==> config.mk <==
export PLATFORM = sky130hd
export DESIGN_NAME = rr_mux4
export DESIGN_NICKNAME = d
export VERILOG_FILES = /design/src/rtl/rr_mux4.sv
export SDC_FILE = /design/constraint.sdc
export NUM_CORES = 1
export LEC_CHECK = 0
export CORE_MARGIN = 1
export CORE_UTILIZATION = 35
export CTS_BUF_LIST = sky130_fd_sc_hd__clkbuf_8 sky130_fd_sc_hd__clkbuf_16
export DETAILED_ROUTE_END_ITERATION = 8
export GPL_TIMING_DRIVEN = 0
export PLACE_DENSITY = 0.78
export SLEW_MARGIN = 30
export SYNTH_ARGS = -nofsm -noshare
export SYNTH_HDL_FRONTEND = slang
export SYNTH_SLANG_ARGS = --single-unit
==> constraint.sdc <==
create_clock -name clk -period 3.1 [get_ports clk]
set_clock_uncertainty 0.1 [all_clocks]
set_input_delay 0.775 -clock clk [delete_from_list [all_inputs] [get_ports clk]]
set_output_delay 0.775 -clock clk [all_outputs]
set_load 0.02 [all_outputs]
==> src/rtl/rr_mux4.sv <==
// rr_mux4 -- 4-to-1 collecting multiplexer with round-robin arbitration.
// Gathers beats from four valid/ready source channels into one registered
// output stage. Each held beat carries the 2-bit index of its source.
//
// Ports:
//   clk        system clock, rising edge
//   rst        synchronous reset, active-high
//   in_valid   [4]        per-channel beat present
//   in_data    [4*WIDTH]  channel i at [i*WIDTH +: WIDTH]
//   in_ready   [4]        one-hot (or zero) accept; combinational
//   out_valid  output register holds a beat
//   out_data   [WIDTH]    held beat data
//   out_sel    [2]        source channel of held beat
//   out_ready  downstream takes the held beat this cycle

// Per-channel slice: turns the arbiter's grant into the channel's ready
// and masks the channel's data so the lanes can be OR-combined.
module rr_mux4_lane #(
  parameter int WIDTH = 8
) (
  input  logic             gnt,
  input  logic [WIDTH-1:0] data,
  output logic             ready,
  output logic [WIDTH-1:0] data_m
);
  assign ready  = gnt;
  assign data_m = gnt ? data : '0;
endmodule

module rr_mux4 #(
  parameter int WIDTH = 8
) (
  input  logic               clk,
  input  logic               rst,
  input  logic [3:0]         in_valid,
  input  logic [4*WIDTH-1:0] in_data,
  output logic [3:0]         in_ready,
  output logic               out_valid,
  output logic [WIDTH-1:0]   out_data,
  output logic [1:0]         out_sel,
  input  logic               out_ready
);
  localparam int NUM_LANES = 4;

  typedef struct packed {
    logic [1:0]       sel;
    logic [WIDTH-1:0] data;
  } beat_t;

  logic [1:0] ptr;
  beat_t      beat_q;
  logic       vld_q;

  logic                              load_en;
  logic [NUM_LANES-1:0]              gnt_oh;
  logic [1:0]                        gnt_idx;
  logic                              gnt_any;
  logic [NUM_LANES-1:0][WIDTH-1:0]   lane_data;
  logic [NUM_LANES-1:0][WIDTH-1:0]   lane_data_m;
  logic [WIDTH-1:0]                  mux_data;

  // Output stage can refill in the same cycle it drains.
  assign load_en = !vld_q || out_ready;

  // Rotating priority search starting at ptr. Reset forces no grant so
  // nothing is consumed from the sources while the block is held in reset.
  always_comb begin
    logic [1:0] idx;
    gnt_oh  = '0;
    gnt_idx = '0;
    gnt_any = 1'b0;
    for (int k = 0; k < NUM_LANES; k++) begin
      idx = ptr + 2'(k);
      if (!gnt_any && in_valid[idx]) begin
        gnt_any = 1'b1;
        gnt_idx = idx;
      end
    end
    if (rst || !load_en) gnt_any = 1'b0;
    if (gnt_any) gnt_oh[gnt_idx] = 1'b1;
  end

  genvar gi;
  generate
    for (gi = 0; gi < NUM_LANES; gi++) begin : g_lane
      assign lane_data[gi] = in_data[gi*WIDTH +: WIDTH];
      rr_mux4_lane #(.WIDTH(WIDTH)) u_lane (
        .gnt    (gnt_oh[gi]),
        .data   (lane_data[gi]),
        .ready  (in_ready[gi]),
        .data_m (lane_data_m[gi])
      );
    end
  endgenerate

  // Grant is one-hot, so an OR of the masked lanes selects the winner.
  always_comb begin
    mux_data = '0;
    for (int i = 0; i < NUM_LANES; i++) mux_data = mux_data | lane_data_m[i];
  end

  always_ff @(posedge clk) begin
    if (rst) begin
      vld_q  <= 1'b0;
      beat_q <= '0;
      ptr    <= '0;
    end else if (gnt_any) begin
      vld_q       <= 1'b1;
      beat_q.sel  <= gnt_idx;
      beat_q.data <= mux_data;
      ptr         <= gnt_idx + 2'd1;
    end else if (out_ready) begin
      // Drain with nothing to refill; held data/sel left as-is.
      vld_q <= 1'b0;
    end
  end

  assign out_valid = vld_q;
  assign out_data  = beat_q.data;
  assign out_sel   = beat_q.sel;
endmodule

---- Word-level counts from Yosys, hierarchy flattened ----
Index checks and enable logic that the tools add are counted.
word-level totals
  word-level logic and storage cells ...... 55
  register bits after elaboration ......... 13
  bits of input ports ..................... 39
operators by class
  add/subtract/negate cells ............... 4
  bitwise logic cells ..................... 3
  multiplexer cells ....................... 26
  reductions and logical operators ........ 12
  $lt $le $gt $ge ......................... 6
operators with widths
  operator                                                               count
  8-bit 2-to-1 mux                                                       4
  8-bit OR                                                               3
  2-bit by 3-bit < comparator with 1-bit output, second input constant   5
  1-bit 2-to-1 mux                                                       12
  1-bit binary-select mux with 2-bit select                              4
  2-bit 2-to-1 mux                                                       4
  1-bit zero test                                                        5
  2-bit by 1-bit adder with 2-bit output, second input constant          2
  2-bit adder, second input constant                                     2
  1-bit logical AND                                                      4
  4-bit 2-to-1 mux                                                       1
  1-bit demux with 2-bit select                                          1
  2-bit by 1-bit >= comparator with 1-bit output, second input constant  1
  1-bit logical OR                                                       2
  2-bit nonzero test                                                     1

---- Logic depth before layout (Yosys ltp) ----
Gate-level depths: netlist of run 1.
  word-level depth ........................ 21
  gate-level depth with buffers ........... 9
  mapped depth without buffers ............ 8

---- Modules after synthesis ----
A second synthesis of run 1 with hierarchy kept.
second synthesis, totals
  cells, all modules ...................... 113
  area, all modules ....................... 948.4 um^2
by module, submodules not included
  module        seq. area each (um^2)  area each (um^2)  instances  cells each
  rr_mux4       260.2                  718.2             1          77
  rr_mux4_lane  0.0                    57.6              4          9

---- Worst setup path after synthesis of run 1 ----
OpenSTA, ideal clock, no wires.
  kind .................................... input to output
  from .................................... input in_valid[3]
  to ...................................... output in_ready[2]
  arrival ................................. 2.109 ns
  required time ........................... 2.225 ns
  setup slack ............................. 0.116 ns
  stages on the path ...................... 8
  cell sequence ........................... inv_1 -> a22oi_1 -> o221ai_1 -> or2_2 -> ha_1 -> clkbuf_1 -> and2_1 -> buf_4
between the ends
  word-level cells in the longest chain between the ends .. 17
RTL lines
  what                                                                                                                                   RTL line  source
  start, declared                                                                                                                        35        input logic [3:0] in_valid,
  1-bit binary-select mux with 2-bit select                                                                                              74        if (!gnt_any && in_valid[idx]) begin
  1-bit 2-to-1 mux (not written as such)                                                                                                 74
  1-bit 2-to-1 mux                                                                                                                       74
  1-bit zero test                                                                                                                        74
  1-bit logical AND                                                                                                                      74
  1-bit 2-to-1 mux                                                                                                                       74
  1-bit zero test                                                                                                                        74
  1-bit logical AND                                                                                                                      74
  1-bit 2-to-1 mux                                                                                                                       74
  1-bit zero test                                                                                                                        74
  1-bit logical AND                                                                                                                      74
  2-bit 2-to-1 mux                                                                                                                       74
  2-bit by 3-bit < comparator with 1-bit output (not written as such) or 2-bit by 1-bit >= comparator with 1-bit output (tied branches)  80        if (gnt_any) gnt_oh[gnt_idx] = 1'b1;
  1-bit logical AND (not written as such)                                                                                                80
  1-bit 2-to-1 mux (not written as such)                                                                                                 80
  1-bit demux with 2-bit select                                                                                                          80
  4-bit 2-to-1 mux *                                                                                                                     80
  end, declared                                                                                                                          37        output logic [3:0] in_ready,
Every way passes the cells marked *; elsewhere a longest branch is shown, timed or not. The select of a mux whose other input is x is not followed.

---- Final worst setup path of run 1 ----
Ends and elaborated chain as after synthesis.

==> results.py, run 1 <==
metrics = {
    "sta": {
        "clock.fmax_mhz": 331,
        "period_share_pct": 97.5,
        "setup_viol_count_final": 0,
        "finalSetupTns_ns": 0,
        "slew_violations": 0,
        "hold_ws_ns": 0.374,
        "rsz0062_at_grt": "false",
        "worst_pin_slew_ns": 0.386,
        "fin_crit_ns": 3.02,
        "slew_headroom_pct": 74.3,
        "hold_viol": 0,
        "worst_slack_ns": 0.0774,
    },
    "placement": {
        "pre_cts_slack_ns": -1.15,
        "dpl_cell_area_um2": 1400,
        "gp_congestion": 0.723,
        "hpwl_um": 1860,
        "dp_cells": 173,
        "port-buffer-count": 53,
    },
    "critical_path": {
        "path_cells": "buf_2, inv_2, a22oi_2, o221ai_2, or2_4, ha_4, and2_1, buf_4, buf_2",
        "slowest_delay_ns": 0.28,
        "path_buf_inv": 4,
        "crit_top_cell": "buf_2",
        "cp_data_arrival_time_ns": 2.15,
        "criticalPathCategory": "in2out",
        "start_kind": "primary input",
        "cp.required_ns": 2.22,
        "worst_path_max_delay_cell": "or2_4",
        "end_kind": "output port",
        "path_delay_family": "buffers and inverters",
        "critPathMaxFanout": 4,
    },
    "clock_network": {
        "htreeDepth": 1,
        "numCtsBuffers": 3,
        "clock-root-buffer": "clkbuf_8",
        "cts_tree": "built",
        "clock-sinks": 13,
        "clkLatencyLatePin_ns": 0.24,
        "clock_path_buffers": 2,
        "clkTransAtPathRegs_ns": 0.06,
    },
    "pwr": {
        "comb_power_share_pct": 45.9,
        "intPower_mw": 0.447,
        "pwr-share-clk_pct": 22.4,
        "power_mw": 0.654,
        "p_leak_nw": 0.608,
        "swShare_pct": 31.7,
        "seq_power_share_pct": 31.7,
        "switchingPower_mw": 0.207,
        "power-per-cell-area_nw_per_um2": 417,
        "max-vdd-ir-drop_v": 0.000268,
    },
    "logic_synthesis": {
        "yosys_warnings": 0,
        "synthCells": 92,
        "ys_seq_area_share_pct": 31.4,
        "avgSynthCellArea_um2": 9.02,
        "syn_nets": 135,
        "yosysTopAreaCell": "dfxtp_1",
        "yosysTopAreaCellShare_pct": 31.4,
        "ys_ff_latch": 13,
        "synth_cell_type_count": 28,
        "synthTopCellsByArea": "dfxtp_1 (31%), nand3b_1 (9.0%), a221oi_1 (8.4%), a22o_1 (8.4%), ha_1 (6.0%)",
        "netlist_area_um2": 830,
    },
    "floorplanning": {
        "fp.dieW_um": 50.7,
        "ios": 54,
        "dieHeight_um": 50.7,
        "start_util_pct": 37.1,
        "core_area_um2": 2230,
        "row_count": 17,
        "die-area_um2": 2570,
    },
    "finish": {
        "antenna_cells": 0,
        "areaGrowthSynthToFinish_pct": 89.1,
        "drive_gt1_share_pct": 27.7,
        "finalInstanceArea_um2": 1570,
        "finalNetCount": 199,
        "final_cells": 183,
        "utilization_pct": 70.3,
    },
    "drt": {
        "drc": 0,
        "vias": 960,
        "wl_per_cell_um": 13.7,
        "drt_first_pass_iters": 4,
        "routed_wl_um": 2510,
        "routed_via_density": 5.25,
        "drt_iter0_drc": 7,
        "ant_nets": 0,
    },
    "outcome": {
        "status": "complete, no violations",
    },
    "global_routing": {
        "grt_usage_pct": 20.8,
        "grt_max_degree": 11,
        "grt_pass1_wl_um": 4050,
        "first_global_vias": 942,
        "grt_overflow": 0,
        "antenna_found_initial": 0,
    },
    "hold_path": {
        "holdCritPathClass": "reg2reg",
    },
    "flow_run": {
        "max_cap_viol_count": 0,
    },
}
## final timing paths
check	start	to	slack (ns)	cells past startpoint
max	in_valid[3]	in_ready[2]	0.08	9
min reg2reg	out_sel[0]	out_sel[0]	0.37	2
max reg2reg	ptr[1]	out_data[0]	0.76	8
min	out_sel[0]	out_sel[0]	0.37	2
## area by class of cell
cell class | instances | area [µm²]
clock buffers | 3 | 41.3
plain buffers | 7 | 52.6
well taps | 28 | 35.0
flip-flops and latches | 13 | 260
inverters | 4 | 15.0
repair buffers | 63 | 587
fillers | 178 | 664
clock inverters | 1 | 3.75
multi-input cells | 64 | 574
## flip-flops by register name, indices dropped and copies added, names as in the netlist
| name | cells |
|---|---|
| out_valid | 1 |
| ptr | 2 |
| out_sel | 2 |
| out_data | 8 |
## power by group through the flow
stage	clock network, mW	registers (mW)	logic [mW]
finish	0.146	0.207	0.301
global route	0.157	0.210	0.325
CTS	0.148	0.207	0.293
detailed placement	0	0.210	0.253
global placement	0	0.208	0.252
floorplan	0	0.233	0.106
## synthesized netlist by cell type, drive strengths merged
master	instances
o21a	1
or2	1
a22o	8
a21oi	3
a22oi	1
mux2i	1
dfxtp	13
ha	4
nand3	1
buf	7
o2bb2ai	1
clkbuf	4
nor2b	2
a221oi	8
o221ai	1
a211oi	1
nor4	1
inv	4
and2	4
nor3	1
or3	1
nor2	3
nand3b	10
o21ai	11
## metal layers
metal | part of all wire, % | track usage (%)
met1 | 42 | 24.2
met2 | 52 | 38.7
met4 | 0 | 6.48
met3 | 6.7 | 3.03
met5 | 0 | 0
## repair_timing
action,4_1_cts,5_1_grt
endpoints found under the hold margin,0,0
endpoints found under the setup margin,8,4
hold buffers,0,0
resized for setup,46,7
setup buffers,6,4
pin swaps,7,6
## logic make-up (layout without fill, tap and decap cells)
logic type      Yosys count  after routing  share of synthesized area [%]
fa+ha+maj                 4              4                           6.03
simple gates             24             24                           20.8
buf+inv                  15             78                           9.95
compound gates           35             35                           30.6
flops                    13             13                           31.4
mux                       1              1                           1.21
## worst min-delay path, cell delays in order (launching register included)
cell,delay [ns]
dfxtp_1,0.31
nand3b_1,0.07
o21ai_1,0.05
## cell usage in the layout (no fill, tap or decap), drive strengths merged, types with 2 or more instances in the layout
| cell type | n |
|---|---|
| and2 | 4 |
| a22o | 8 |
| nand3b | 10 |
| clkbuf | 4 |
| a221oi | 8 |
| buf | 23 |
| ha | 4 |
| clkdlybuf4s50 | 45 |
| nor2b | 2 |
| a21oi | 3 |
| o21ai | 11 |
| inv | 5 |
| dfxtp | 13 |
| nor2 | 3 |
Note: power is estimated with default switching activity, not from simulation.
==> run 2, diff against run 1 <==
--- a/config.mk
+++ b/config.mk
@@ -11,6 +11,7 @@
 export DETAILED_ROUTE_END_ITERATION = 8
 export GPL_TIMING_DRIVEN = 0
 export PLACE_DENSITY = 0.78
+export SKIP_CTS_REPAIR_TIMING = 1
 export SLEW_MARGIN = 30
 export SYNTH_ARGS = -nofsm -noshare
 export SYNTH_HDL_FRONTEND = slang
==> run 2 against run 1 <==
Die area did not move. Sequential share of layout area increased by 0.41 points. Global-route usage decreased by 2.1 points. Non-clock buffer count down 8. Maximum frequency fell by 1.1%. Routed wire length is 3.9% lower. Combinational power fell by 4%. Via count fell by 4.2%. Register-to-register slack got worse by 0.06 ns. Critical endpoint is now in_ready[0]. Worst hold slack about the same. Clock power about the same.
==> results.py, run 2 (synthesis gave the netlist of run 1 again) <==
metrics = {
    "outcome": {
        "status": "complete, no violations",
    },
    "clock_network": {
        "numCtsBuffers": 3,
        "clkLatencyLatePin_ns": 0.24,
        "clock-sinks": 13,
        "clock_path_buffers": 2,
        "htreeDepth": 1,
        "cts_tree": "built",
        "clkTransAtPathRegs_ns": 0.06,
        "clock-root-buffer": "clkbuf_8",
    },
    "sta": {
        "clock.fmax_mhz": 327,
        "slew_headroom_pct": 71.3,
        "worst_slack_ns": 0.0424,
        "fin_crit_ns": 3.06,
        "period_share_pct": 98.6,
        "worst_pin_slew_ns": 0.427,
        "rsz0062_at_grt": "true",
        "hold_viol": 0,
        "finalSetupTns_ns": 0,
        "slew_violations": 0,
        "setup_viol_count_final": 0,
    },
    "pwr": {
        "switchingPower_mw": 0.204,
        "power-per-cell-area_nw_per_um2": 419,
        "intPower_mw": 0.438,
        "swShare_pct": 31.8,
        "seq_power_share_pct": 32.4,
        "p_leak_nw": 0.602,
        "max-vdd-ir-drop_v": 0.000277,
        "comb_power_share_pct": 45.0,
        "pwr-share-clk_pct": 22.6,
    },
    "flow_run": {
        "max_cap_viol_count": 0,
    },
    "drt": {
        "drc": 0,
        "drt_iter0_drc": 6,
        "routed_wl_um": 2410,
        "routed_via_density": 5.26,
        "vias": 920,
        "drt_first_pass_iters": 4,
        "wl_per_cell_um": 13.8,
        "ant_nets": 0,
    },
    "finish": {
        "drive_gt1_share_pct": 23.1,
        "finalNetCount": 191,
        "antenna_cells": 0,
        "largest_register_ffs": 8,
        "most-common-layout-cells": "clkdlybuf4s50_1 (45), dfxtp_1 (13), nand3b_1 (10), o21ai_1 (9)",
        "final_common_cell": "clkdlybuf4s50_1",
        "areaGrowthSynthToFinish_pct": 84.6,
    },
    "floorplanning": {
        "ios": 54,
        "core_area_um2": 2230,
        "row_count": 17,
        "dieHeight_um": 50.7,
        "fp.dieW_um": 50.7,
        "start_util_pct": 37.1,
        "die-area_um2": 2570,
    },
    "critical_path": {
        "cp_data_arrival_time_ns": 2.18,
        "start_kind": "primary input",
        "cp.required_ns": 2.22,
        "end_kind": "output port",
        "criticalPathCategory": "in2out",
        "critPathMaxFanout": 9,
    },
    "global_routing": {
        "antenna_found_initial": 0,
        "grt_overflow": 0,
        "first_global_vias": 882,
        "grt_usage_pct": 18.7,
        "grt_pass1_wl_um": 3660,
        "grt_max_degree": 11,
    },
    "placement": {
        "pre_cts_slack_ns": -1.15,
        "port-buffer-count": 53,
        "hpwl_um": 1860,
        "gp_congestion": 0.723,
    },
    "hold_path": {
        "holdCritPathClass": "reg2reg",
    },
}
==> run 2: cell types whose count changed in the layout (fill, tap and decap cells not counted), moves of 2 or more <==
cell	delta
dlymetal6s2s_1	+2
buf_4	-7
buf_2	-4
clkbuf_2	+3
==> run 2: worst paths after layout <==
path	startpoint	endpoint	slack [ns]	cells past startpoint
worst max-delay path	in_valid[3]	in_ready[0]	0.04	9
worst min-delay path	out_sel[0]	out_sel[0]	0.37	2
worst max register to register	ptr[1]	out_data[0]	0.70	9
worst min register to register	out_sel[0]	out_sel[0]	0.37	2
==> run 2: critical path, cell delays in order <==
cell,delay (ns)
buf_2,0.12
inv_2,0.07
a22oi_2,0.20
o221ai_4,0.15
or2_4,0.28
ha_4,0.19
and2_1,0.13
buf_4,0.12
buf_4,0.15
==> run 2: metrics by stage <==
stage / power [mW] / std cells / utilization [%] / area [µm²] / hold WS (ns)
final: 0.642 / 175 / 68.6 / 1530 / 0.373
after global routing: 0.680 / 175 / 68.6 / 1530 / 0.413
after CTS: 0.610 / 177 / 64.5 / 1440 / 0.378
after detailed placement: 0.463 / 173 / 62.5 / 1400 / 0.367
after global placement: 0.459 / 173 / 62.5 / 1400 / 0.368
after floorplan: 0.339 / 92 / - / 830 / 0.438
==> run 2: power groups by stage <==
stage               logic (mW)  clock network (mW)  registers (mW)
finish                   0.289               0.145           0.208
global route             0.312               0.157           0.211
CTS                      0.255               0.148           0.206
detailed placement       0.253                   0           0.210
global placement         0.252                   0           0.208
floorplan                0.106                   0           0.233
==> run 2: cell type report <==
type | instances | area, µm²
Buffer | 7 | 52.6
Sequential cell | 13 | 260
Multi-Input combinational cell | 64 | 601
Clock buffer | 3 | 41.3
Inverter | 4 | 15.0
Fill cell | 179 | 702
Timing Repair Buffer | 55 | 523
Clock inverter | 1 | 3.75
Tap cell | 28 | 35.0
==> run 2: routing by layer <==
layer	global-route usage, %	vias up	wire length (µm)
li1	-	459	-
met1	22.4	415	992
met2	33.1	43	1220
met3	3.94	3	184
met4	5.56	0	8
met5	0	-	0
